**src/rtl/alu_share_ctrl.sv**
```systemverilog
// Round-robin sharing of one combinational ALU between two valid/ready requesters.
// Operands are latched onto the ALU for ALU_LAT cycles, then a registered result is offered.
module alu_share_ctrl #(
    parameter int WIDTH   = 4,
    parameter int OPW     = 3,
    parameter int ALU_LAT = 1
) (
    input  logic             clk,
    input  logic             rst,
    input  logic             r0_valid,
    output logic             r0_ready,
    input  logic [OPW-1:0]   r0_op,
    input  logic [WIDTH-1:0] r0_a,
    input  logic [WIDTH-1:0] r0_b,
    input  logic             r1_valid,
    output logic             r1_ready,
    input  logic [OPW-1:0]   r1_op,
    input  logic [WIDTH-1:0] r1_a,
    input  logic [WIDTH-1:0] r1_b,
    output logic [OPW-1:0]   alu_op,
    output logic [WIDTH-1:0] alu_a,
    output logic [WIDTH-1:0] alu_b,
    input  logic [WIDTH-1:0] alu_y,
    output logic             rsp_valid,
    input  logic             rsp_ready,
    output logic             rsp_id,
    output logic [WIDTH-1:0] rsp_y,
    output logic             busy
);

    typedef enum logic [1:0] {
        IDLE,
        EXEC,
        RESP
    } state_t;

    localparam logic [3:0] CNT_INIT = 4'(ALU_LAT - 1);

    state_t     state;
    state_t     state_nxt;
    logic       last_grant;
    logic [3:0] cnt;

    // Tie-break favours the requester that was not granted last time.
    always_comb begin
        state_nxt = state;
        r0_ready  = 1'b0;
        r1_ready  = 1'b0;
        case (state)
            IDLE: begin
                if (!rst) begin
                    r0_ready = r0_valid & (~r1_valid | last_grant);
                    r1_ready = r1_valid & (~r0_valid | ~last_grant);
                end
                if (r0_ready || r1_ready) begin
                    state_nxt = EXEC;
                end
            end
            EXEC: begin
                if (cnt == 4'd0) begin
                    state_nxt = RESP;
                end
            end
            RESP: begin
                if (rsp_ready) begin
                    state_nxt = IDLE;
                end
            end
            default: state_nxt = IDLE;
        endcase
    end

    always_ff @(posedge clk) begin
        if (rst) begin
            state      <= IDLE;
            last_grant <= 1'b1;
            cnt        <= 4'd0;
            alu_op     <= '0;
            alu_a      <= '0;
            alu_b      <= '0;
            rsp_valid  <= 1'b0;
            rsp_id     <= 1'b0;
            rsp_y      <= '0;
        end else begin
            state <= state_nxt;
            case (state)
                IDLE: begin
                    if (r0_ready) begin
                        alu_op     <= r0_op;
                        alu_a      <= r0_a;
                        alu_b      <= r0_b;
                        rsp_id     <= 1'b0;
                        last_grant <= 1'b0;
                        cnt        <= CNT_INIT;
                    end else if (r1_ready) begin
                        alu_op     <= r1_op;
                        alu_a      <= r1_a;
                        alu_b      <= r1_b;
                        rsp_id     <= 1'b1;
                        last_grant <= 1'b1;
                        cnt        <= CNT_INIT;
                    end
                end
                EXEC: begin
                    if (cnt != 4'd0) begin
                        cnt <= cnt - 4'd1;
                    end else begin
                        rsp_y     <= alu_y;
                        rsp_valid <= 1'b1;
                    end
                end
                RESP: begin
                    if (rsp_ready) begin
                        rsp_valid <= 1'b0;
                    end
                end
                default: ;
            endcase
        end
    end

    assign busy = (state != IDLE);

endmodule

```
**config.mk**
```make
export PLATFORM = sky130hd
export DESIGN_NAME = alu_share_ctrl
export DESIGN_NICKNAME = d
export VERILOG_FILES = /design/src/rtl/alu_share_ctrl.sv
export SDC_FILE = /design/constraint.sdc
export NUM_CORES = 1
export LEC_CHECK = 0
export ABC_AREA = 1
export CAP_MARGIN = 10
export CORE_UTILIZATION = 42
export DETAILED_ROUTE_END_ITERATION = 10
export HOLD_SLACK_MARGIN = 0.08
export PLACE_DENSITY_LB_ADDON = 0.05
export SETUP_SLACK_MARGIN = 0.15
export SLEW_MARGIN = 20
export SYNTH_ARGS = -nofsm -noshare
export SYNTH_HDL_FRONTEND = slang
export SYNTH_SLANG_ARGS = --single-unit
```
**constraint.sdc**
```tcl
create_clock -name clk -period 2 [get_ports clk]
set_clock_uncertainty 0.2 [all_clocks]
set_input_delay 0.4 -clock clk [delete_from_list [all_inputs] [get_ports clk]]
set_output_delay 0.4 -clock clk [all_outputs]
set_load 0.05 [all_outputs]
```
==> results of run 1 <==
[flip-flops by register name, indices dropped and copies added, names as in the netlist]
register	flops
state	2
alu_b	4
alu_op	3
alu_a	4
rsp_y	4
last_grant	1
cnt	4
rsp_id	1
rsp_valid	1
[timing repair]
action | CTS | global route
pin swaps | 2 | 1
gates resized for setup | 5 | 3
endpoints found under the setup margin | 2 | 3
setup buffers | 2 | 2
[per-stage QoR]
step	worst slack (ps)	utilization	area (sq um)	instances
finish	170	0.670	1860	270
CTS	153	0.662	1840	268
detailed placement	-84.9	0.639	1780	262
floorplan	263	-	1240	180
global route	116	0.670	1860	270
global placement	-32.1	0.639	1780	262
[where the power goes]
part | internal [uW] | switching [uW] | leakage (uW)
logic | 264 | 414 | 0.000657
registers | 543 | 39.5 | 0.000198
clock network | 203 | 150 | 0.0000279
total | 1010 | 603 | 0.000883
[cell usage in the layout (no fill, tap or decap), drive strengths merged]
cell type	count
nand2	53
nor2	36
buf	32
clkdlybuf4s50	27
dfxtp	24
inv	20
o21ai	15
nand3	11
a21oi	9
clkbuf	3
dlygate4sd2	3
ha	2
o211ai	1
or2	1
nand4	1
bufinv	1
[worst reg2reg max path: cells and delay by family, from the launching register on]
kind / cells / cell delay [ps]
AND/OR/NAND/NOR: 6 / 560
buffers and inverters: 3 / 460
flip-flops: 1 / 390
[metal layers]
layer / GRT usage / up-vias / wire length [microns]
met5: 0 / - / 0
met1: 0.203 / 569 / 1170
met2: 0.376 / 36 / 1550
met4: 0.0941 / 0 / 70
li1: - / 676 / -
met3: 0.0369 / 9 / 144
[cell type report]
cell class | count | share of cell area
sequential | 24 | 0.260
multi-input combinational | 129 | 0.333
inverter | 20 | 0.0430
clock buffer | 3 | 0.0121
timing repair buffer | 62 | 0.315
tap | 31 | 0.0208
clock inverter | 1 | 0.0161
[cells by family (layout without fill, tap and decap cells)]
| logic type | after synthesis | after routing | share of synthesized area |
|---|---|---|---|
| AO/OA/AOI/OAI | 25 | 25 | 0.106 |
| buffers and inverters | 27 | 86 | 0.112 |
| flip-flops | 24 | 24 | 0.387 |
| AND/OR/NAND/NOR | 102 | 102 | 0.374 |
| adder cells (fa/ha/maj) | 2 | 2 | 0.0202 |
[how the worst min path moves through the flow]
stage              from  cells past startpoint  slack (ps)        to
5_1_grt        rsp_y[1]                      2         280  rsp_y[1]
3_5_place_dp   rsp_y[2]                      2         240  rsp_y[2]
2_1_floorplan    cnt[0]                      2         260    cnt[0]
3_3_place_gp   rsp_y[3]                      2         230  rsp_y[3]
6_report       rsp_y[3]                      2         250  rsp_y[3]
4_1_cts        rsp_y[2]                      2         260  rsp_y[2]
==> summary.txt, run 1 <==
Outcome
  – Status: completed

Synthesis
  – Commonest cells post-synth: 52 x nand2_1, 32 x nor2_1, 24 x dfxtp_1
  – FF+latch count, synth: 24
  – Post-synthesis cell type count: 25
  – Register area share after synthesis: 0.387
  – Syn Area/Cell: 6.89 sq um
  – Async S/R FF share, synth: 0
  – Synth Flop Type: dfxtp_1
  – Post-synth EDFFs: 0
  – Synth area leader: dfxtp_1
  – Gate Count Post-Synth: 180
  – Post-Syn Area: 1240 sq um
  – Yosys top cell area share: 0.387
  – Cell with the most instances after synthesis: nand2_1
  – Synth top area cells: dfxtp_1 39%, nand2_1 16%, nor2_1 9.7%, inv_1 5.4%, a21oi_1 3.2%
  – Post-Syn Nets: 213
  – Yosys warnings: 0

Routing
  – DRC violations left: 0
  – Detailed-route wire length per cell: ~11 microns
  – Antenna Nets Post-Route: 0
  – Iteration-0 DRC Markers: 34
  – DR vias: 1290
  – Pre-antenna DRT Iters: 4
  – Drt via density: ~4.8
  – DRT Wirelength: just under 3 mm

Die
  – Die Footprint: 3170 sq um
  – Die W: around 56 microns
  – Core Area: 2780 sq um
  – Initial Util: 0.446
  – Die Ht: roughly 56 microns
  – Num rows: 19
  – Boundary Pins: 51

Setup path
  – Reg2reg start: state[1]
  – Critical Path Source: state[1]
  – Worst path cell trace: nor2_4, nand3_4, inv_4, buf_12
  – Startpoint type of the worst setup path: register
  – CP endpoint kind: primary output
  – Instance count on the critical path: 4
  – Worst Path Required: 1400 ps
  – Critical path's largest stage delay: ~390 ps
  – Kind of cell adding the most delay to the critical path: flip-flops
  – CP endpoint: r1_ready
  – R2r setup slk: just over 300 ps
  – FF-to-FF path depth: 9
  – WP data arrival: 1230 ps
  – Crit path max fanout: 4
  – Critical path's slowest cell: dfxtp_4
  – Reg2reg end: alu_b[0]
  – Crit path buf inv count: 2
  – CP Class: reg2out

Timing
  – Setup TNS: 0 ps
  – Hold Slack: about 250 ps
  – Slew Viols, Final: 0
  – # setup viols final: 0
  – Final Cycle Share: 0.915
  – Tmin final: 1830 ps
  – Worst-Margin Slew: 251 ps
  – RSZ-0062 raised after global routing: true
  – Hold Violations, Final: 0
  – Relative slew slack: 0.832
  – FMAX: approximately 0.55 GHz

CTS
  – Clock Root Buffer: clkbuf_4
  – Htree depth: 1
  – CTS tree: done
  – Clk_lat worst skew: approximately 320 ps
  – CTS clock-pin slew for the worst setup and hold paths: approximately 130 ps
  – Clock buffer count from CTS: 3
  – Post-cts hold buffer count: 0
  – Clk sinks: 24
  – Clock Path Buffers: 2

Global route
  – GRT Overall Usage: 0.197
  – Grt ovf: 0
  – Number of antenna violations at the first check in global routing: 0
  – Largest net degree at the start of global routing: 15
  – First-pass GRT wire length: just under 5 mm
  – Vias in the first global route: around 1200

Finish
  – Synth-to-layout area growth: 50.3%
  – Layout cells sized above 1: 0.209
  – FF/Latch Area: ~480 sq um
  – # diodes: 0
  – Layout Nets: around 270
  – Fillcell total: approximately 260
  – Multi-input gate area: between 600 and 700 sq um

Power
  – Peak supply drop: 0.543 mV
  – Pwr dens: between 800 and 900 nW/um^2
  – Final Power: ~1600 uW
  – Leakage: between 0.0008 and 0.0009 uW

Min path
  – Worst Hold Class: reg2reg

Placement
  – IO buf count: 50
  – Final HPWL DP: roughly 2.3 mm
  – GP Congestion: between 0.7 and 0.8

Run
  – Maxcap violations: 0
(Power assumes the default switching activity.)
==> inputs of run 2 (changes only) <==
clock period = 1.8 ns   (was 2 ns; I/O delays follow)
==> summary.txt, run 2 (same netlist as run 1, synthesis figures left out) <==
Outcome
  – Status: completed

Power
  – Peak supply drop: 0.776 mV (+43%)
  – Combinational group share of total power: 0.431 (+0.011)
  – Leakage: 0.000912 uW (+3.2%)
  – Pwr dens: 948 nW/um^2 (+9.4%)
  – Clock group share of total power: 0.216 (-0.003)
  – Part of the power in registers: 0.353 (-0.008)
  – Sw Ratio: 0.376 (+0.00191)
  – Psw: 695 uW (+15%)
  – Int Pwr: 1150 uW (+14%)

Global route
  – Vias in the first global route: 1155 (-7.2%)
  – Number of antenna violations at the first check in global routing: 0 (unchanged)
  – Grt ovf: 0 (unchanged)
  – Largest net degree at the start of global routing: 15 (unchanged)
  – GRT Overall Usage: 0.188 (-0.00914)
  – First-pass GRT wire length: 4.82 mm (-2.4%)

Die
  – Die Footprint: 3170 sq um (unchanged)
  – Initial Util: 0.446 (unchanged)
  – Die Ht: 56.3 microns (unchanged)
  – Die W: 56.3 microns (unchanged)
  – Boundary Pins: 51 (unchanged)
  – Num rows: 19 (unchanged)
  – Core Area: 2780 sq um (unchanged)

Finish
  – Post-route cell area: 1950 sq um (+4.8%)
  – Non-Filler Instances: 274 (+1.5%)
  – Commonest non-fill, non-tap cell in the layout: nand2_1
  – Layout cells sized above 1: 0.243 (+0.0336)
  – Synth-to-layout area growth: 57.4%
  – # diodes: 0 (unchanged)
  – Layout Nets: 277 (+1.5%)
  – Most frequent cells in the layout: 50 x nand2_1, 31 x nor2_1, 28 x buf_4
  – Finished Core Util: 0.702 (+0.0319)

CTS
  – Clk_lat worst skew: 320 ps (about the same)
  – Clk sinks: 24 (unchanged)
  – Post-cts hold buffer count: 0 (unchanged)
  – Clock buffer count from CTS: 3 (unchanged)
  – CTS tree: done
  – Htree depth: 1 (unchanged)
  – Clock Root Buffer: clkbuf_4
  – CTS clock-pin slew for the worst setup and hold paths: 150 ps (+20 ps)
  – Clock Path Buffers: 2 (unchanged)

Placement
  – IO buf count: 50 (unchanged)
  – Pre-CTS setup slack: -217 ps (-133 ps)
  – Final HPWL DP: 2.28 mm (+0.48%)
  – Placement Cell Area: 1830 sq um (+2.9%)
  – Placed Cells: 265 (+1.1%)
  – GP Congestion: 0.839 (+14%)

Setup path
  – WP data arrival: 1220 ps (about the same)
  – CP endpoint kind: primary output
  – CP Class: reg2out
  – Worst Path Required: 1240 ps (-160 ps)
  – Reg2reg start: state[0]
  – Critical Path Source: state[0]
  – Startpoint type of the worst setup path: register
  – Crit path max fanout: 4 (unchanged)

Timing
  – Relative slew slack: 0.826 (-0.00648)
  – Final Cycle Share: 0.988
  – Hold Slack: 256 ps (+1.95 ps)
  – RSZ-0062 raised after global routing: true
  – Hold Violations, Final: 0 (unchanged)
  – Slew Viols, Final: 0 (unchanged)
  – Worst-Margin Slew: 262 ps (+10.4 ps)
  – PnR worst setup slack: 21.0 ps (-149 ps)
  – # setup viols final: 0 (unchanged)
  – FMAX: ~0.56 GHz
  – Tmin final: around 1800 ps

Min path
  – Worst Hold Class: reg2reg
  – Hold path start: rsp_y[1]

Routing
  – Antenna Nets Post-Route: 0 (unchanged)
  – DRC violations left: 0 (unchanged)
  – Drt via density: 4.75 (-0.54%)
  – DRT Wirelength: 3.06 mm (+4.4%)
  – DR vias: 1302 (+0.93%)
  – Iteration-0 DRC Markers: 45 (+32%)
  – Pre-antenna DRT Iters: 4 (unchanged)
  – Detailed-route wire length per cell: 11.2 microns (+2.9%)

Run
  – Maxcap violations: 0 (unchanged)
[run 2: cell type report]
| cell class | instances | area, sq um |
|---|---|---|
| fill | 232 | 830 |
| timing repair buffer | 66 | 649 |
| clock inverter | 1 | 30.0 |
| multi-input combinational | 129 | 642 |
| sequential | 24 | 485 |
| clock buffer | 3 | 22.5 |
| inverter | 20 | 83.8 |
| tap | 31 | 38.8 |
[run 2: worst paths after layout]
| check | end | slack [ps] | depth (start not counted) |
|---|---|---|---|
| worst max-delay path | r1_ready | 20 | 4 |
| worst min-delay path | rsp_y[1] | 260 | 2 |
| worst max register to register | alu_b[1] | 220 | 8 |
| worst min register to register | rsp_y[1] | 260 | 2 |
[run 2: per-layer routing]
layer	up-vias	share of wire	GRT usage
li1	681	-	-
met1	581	0.44	0.235
met2	38	0.50	0.333
met3	2	0.052	0.0276
met4	0	0.0052	0.0523
met5	-	0	0
[run 2: critical path, stage by stage, from the launching register on]
cell	delay, ps
dfxtp_1	360
nor2_4	210
nand3_4	110
clkinvlp_4	100
buf_12	130
[run 2: repair_timing]
action | 4_1_cts | 5_1_grt
resized for setup | 7 | 8
endpoints found under the hold margin | 0 | 0
pin swaps | 5 | 5
endpoints found under the setup margin | 4 | 11
setup buffers | 3 | 2
[run 2: power by group through the flow]
stage / registers, uW / logic [uW] / clock network (uW)
detailed placement: 665 / 761 / 0
CTS: 653 / 773 / 399
finish: 653 / 797 / 400
global placement: 662 / 748 / 0
global route: 663 / 864 / 426
floorplan: 828 / 327 / 0
[run 2: per-stage QoR]
stage                     total power, uW  TNS [ps]
after floorplan                      1150         0
after global placement               1410     -2630
after detailed placement             1430     -3240
after CTS                            1820   -0.0152
after global routing                 1950     -66.7
final                                1850         0
==> inputs of run 3 (changes only) <==
CORE_UTILIZATION = 25   (was 42)
==> summary.txt, run 3 (same netlist as run 1, synthesis figures left out) <==
Power
  – Pwr dens: 946 nW/um^2 (-0.17%)
  – Final Power: 1970 uW (+6.5%)
  – Peak supply drop: 0.308 mV (-60%)
  – Leakage: 0.000939 uW (+3.0%)

Global route
  – First-pass GRT wire length: 5.30 mm (+9.9%)
  – Number of antenna violations at the first check in global routing: 0 (unchanged)
  – Vias in the first global route: 1257 (+8.8%)
  – GRT Overall Usage: 0.131 (-0.0566)
  – Grt ovf: 0 (unchanged)
  – Largest net degree at the start of global routing: 15 (unchanged)

Min path
  – Worst Hold Class: reg2reg
  – Hold path start: rsp_y[2]

Finish
  – Commonest non-fill, non-tap cell in the layout: nand2_1
  – Fillcell total: 495 (+110%)
  – # diodes: 0 (unchanged)
  – Synth-to-layout area growth: 68.0%
  – Layout Nets: 279 (+0.72%)
  – Most frequent cells in the layout: 50 x nand2_1, 32 x nor2_1, 27 x clkdlybuf4s50_1
  – Layout cells sized above 1: 0.241 (-0.00198)

Routing
  – Drt via density: 3.98 (-16%)
  – Detailed-route wire length per cell: 10.1 microns (-9.3%)
  – DRC violations left: 0 (unchanged)
  – DRT Wirelength: 3.16 mm (+3.3%)
  – DR vias: 1243 (-4.5%)
  – Iteration-0 DRC Markers: 21 (-53%)
  – Pre-antenna DRT Iters: 4 (unchanged)
  – Antenna Nets Post-Route: 0 (unchanged)

Setup path
  – CP endpoint kind: primary output
  – Startpoint type of the worst setup path: input pin
  – Worst Path Required: 1240 ps (about the same)
  – Reg2reg start: state[1]
  – Crit path buf inv count: 3 (+1)
  – Kind of cell adding the most delay to the critical path: buffers and inverters
  – Critical path's slowest cell: dlygate4sd2_1
  – Worst path cell trace: dlygate4sd2_1, nor2_2, nand3_4, clkinvlp_4, buf_12
  – Critical Path Source: rst
  – Critical path's largest stage delay: 300 ps (-60 ps)
  – CP Class: in2out
  – Crit path max fanout: 4 (unchanged)
  – WP data arrival: 1160 ps (-60 ps)

Timing
  – Slew Viols, Final: 0 (unchanged)
  – Relative slew slack: 0.848 (+0.0225)
  – Worst-Margin Slew: 228 ps (-33.8 ps)
  – Final Cycle Share: 0.956 (-0.0322)
  – FMAX: 0.581 GHz (+3.4%)
  – # setup viols final: 0 (unchanged)
  – Hold Slack: 249 ps (-6.84 ps)
  – Hold Violations, Final: 0 (unchanged)
  – RSZ-0062 raised after global routing: true
  – Tmin final: 1720 ps (-58.0 ps)

Outcome
  – Status: completed

Die
  – Die Ht: 72.4 microns (+29%)
  – Num rows: 25 (+6)
  – Die W: 72.4 microns (+29%)
  – Core Area: 4750 sq um (+71%)
  – Die Footprint: 5250 sq um (+65%)
  – Initial Util: 0.261 (-0.185)
  – Boundary Pins: 51 (unchanged)

CTS
  – Clock Path Buffers: 2 (unchanged)
  – CTS clock-pin slew for the worst setup and hold paths: 90 ps (-60 ps)
  – Clk sinks: 24 (unchanged)
  – Post-cts hold buffer count: 0 (unchanged)
  – Clock Root Buffer: clkbuf_8
  – Clk_lat worst skew: 270 ps (-50 ps)
  – CTS tree: done
  – Clock buffer count from CTS: 3 (unchanged)
  – Htree depth: 1 (unchanged)

Placement
  – GP Congestion: 0.802 (-4.5%)
  – Final HPWL DP: 2.47 mm (+8.3%)
  – IO buf count: 50 (unchanged)

Run
  – Maxcap violations: 0 (unchanged)
## run 3: through the flow
stage | util | instances | setup slack (ps) | setup TNS, ps | instance area [sq um]
finish | 0.438 | 312 | 79.1 | 0 | 2080
detailed placement | 0.412 | 302 | -222 | -2890 | 1960
CTS | 0.434 | 310 | 89.9 | 0 | 2060
floorplan | - | 180 | 244 | 0 | 1240
global route | 0.438 | 312 | 18.4 | 0 | 2080
global placement | 0.412 | 302 | -178 | -1910 | 1960
## run 3: where the power goes
part	switching (uW)	total [uW]	internal (uW)
sequential	54.6	659	604
combinational	467	835	367
clock	180	477	297
## run 3: worst paths after layout
kind                                 end  slack (ps)  depth (start not counted)
worst max register to register    cnt[0]         190                          8
worst max-delay path            r1_ready          80                          5
worst min-delay path            rsp_y[2]         250                          2
worst min register to register  rsp_y[2]         250                          2
## run 3: metal layers
layer | track usage | share of wire | vias to the layer above
li1 | - | - | 685
met1 | 0.142 | 0.45 | 528
met2 | 0.252 | 0.51 | 26
met3 | 0.0236 | 0.036 | 4
met4 | 0.0458 | 0.0098 | 0
met5 | 0 | 0 | -
## run 3: timing repair
item                       in CTS  in global routing
pin swaps                       3                  2
setup endpoints to repair       9                  4
gates resized for setup         8                  4
setup buffers                   4                  2
## run 3: layout make-up
type / instances / area, sq um / share of cell area
clock inverters: 1 / 30.0 / 0.0144
clock buffers: 3 / 41.3 / 0.0198
flip-flops and latches: 24 / 485 / 0.233
well taps: 67 / 83.8 / 0.0402
multi-input cells: 129 / 626 / 0.300
repair buffers: 68 / 733 / 0.352
inverters: 20 / 83.8 / 0.0402
## run 3: worst min-delay path, cell delays in order (launching register included)
cell,delay [ps]
dfxtp_1,320
inv_1,50
a21oi_1,50
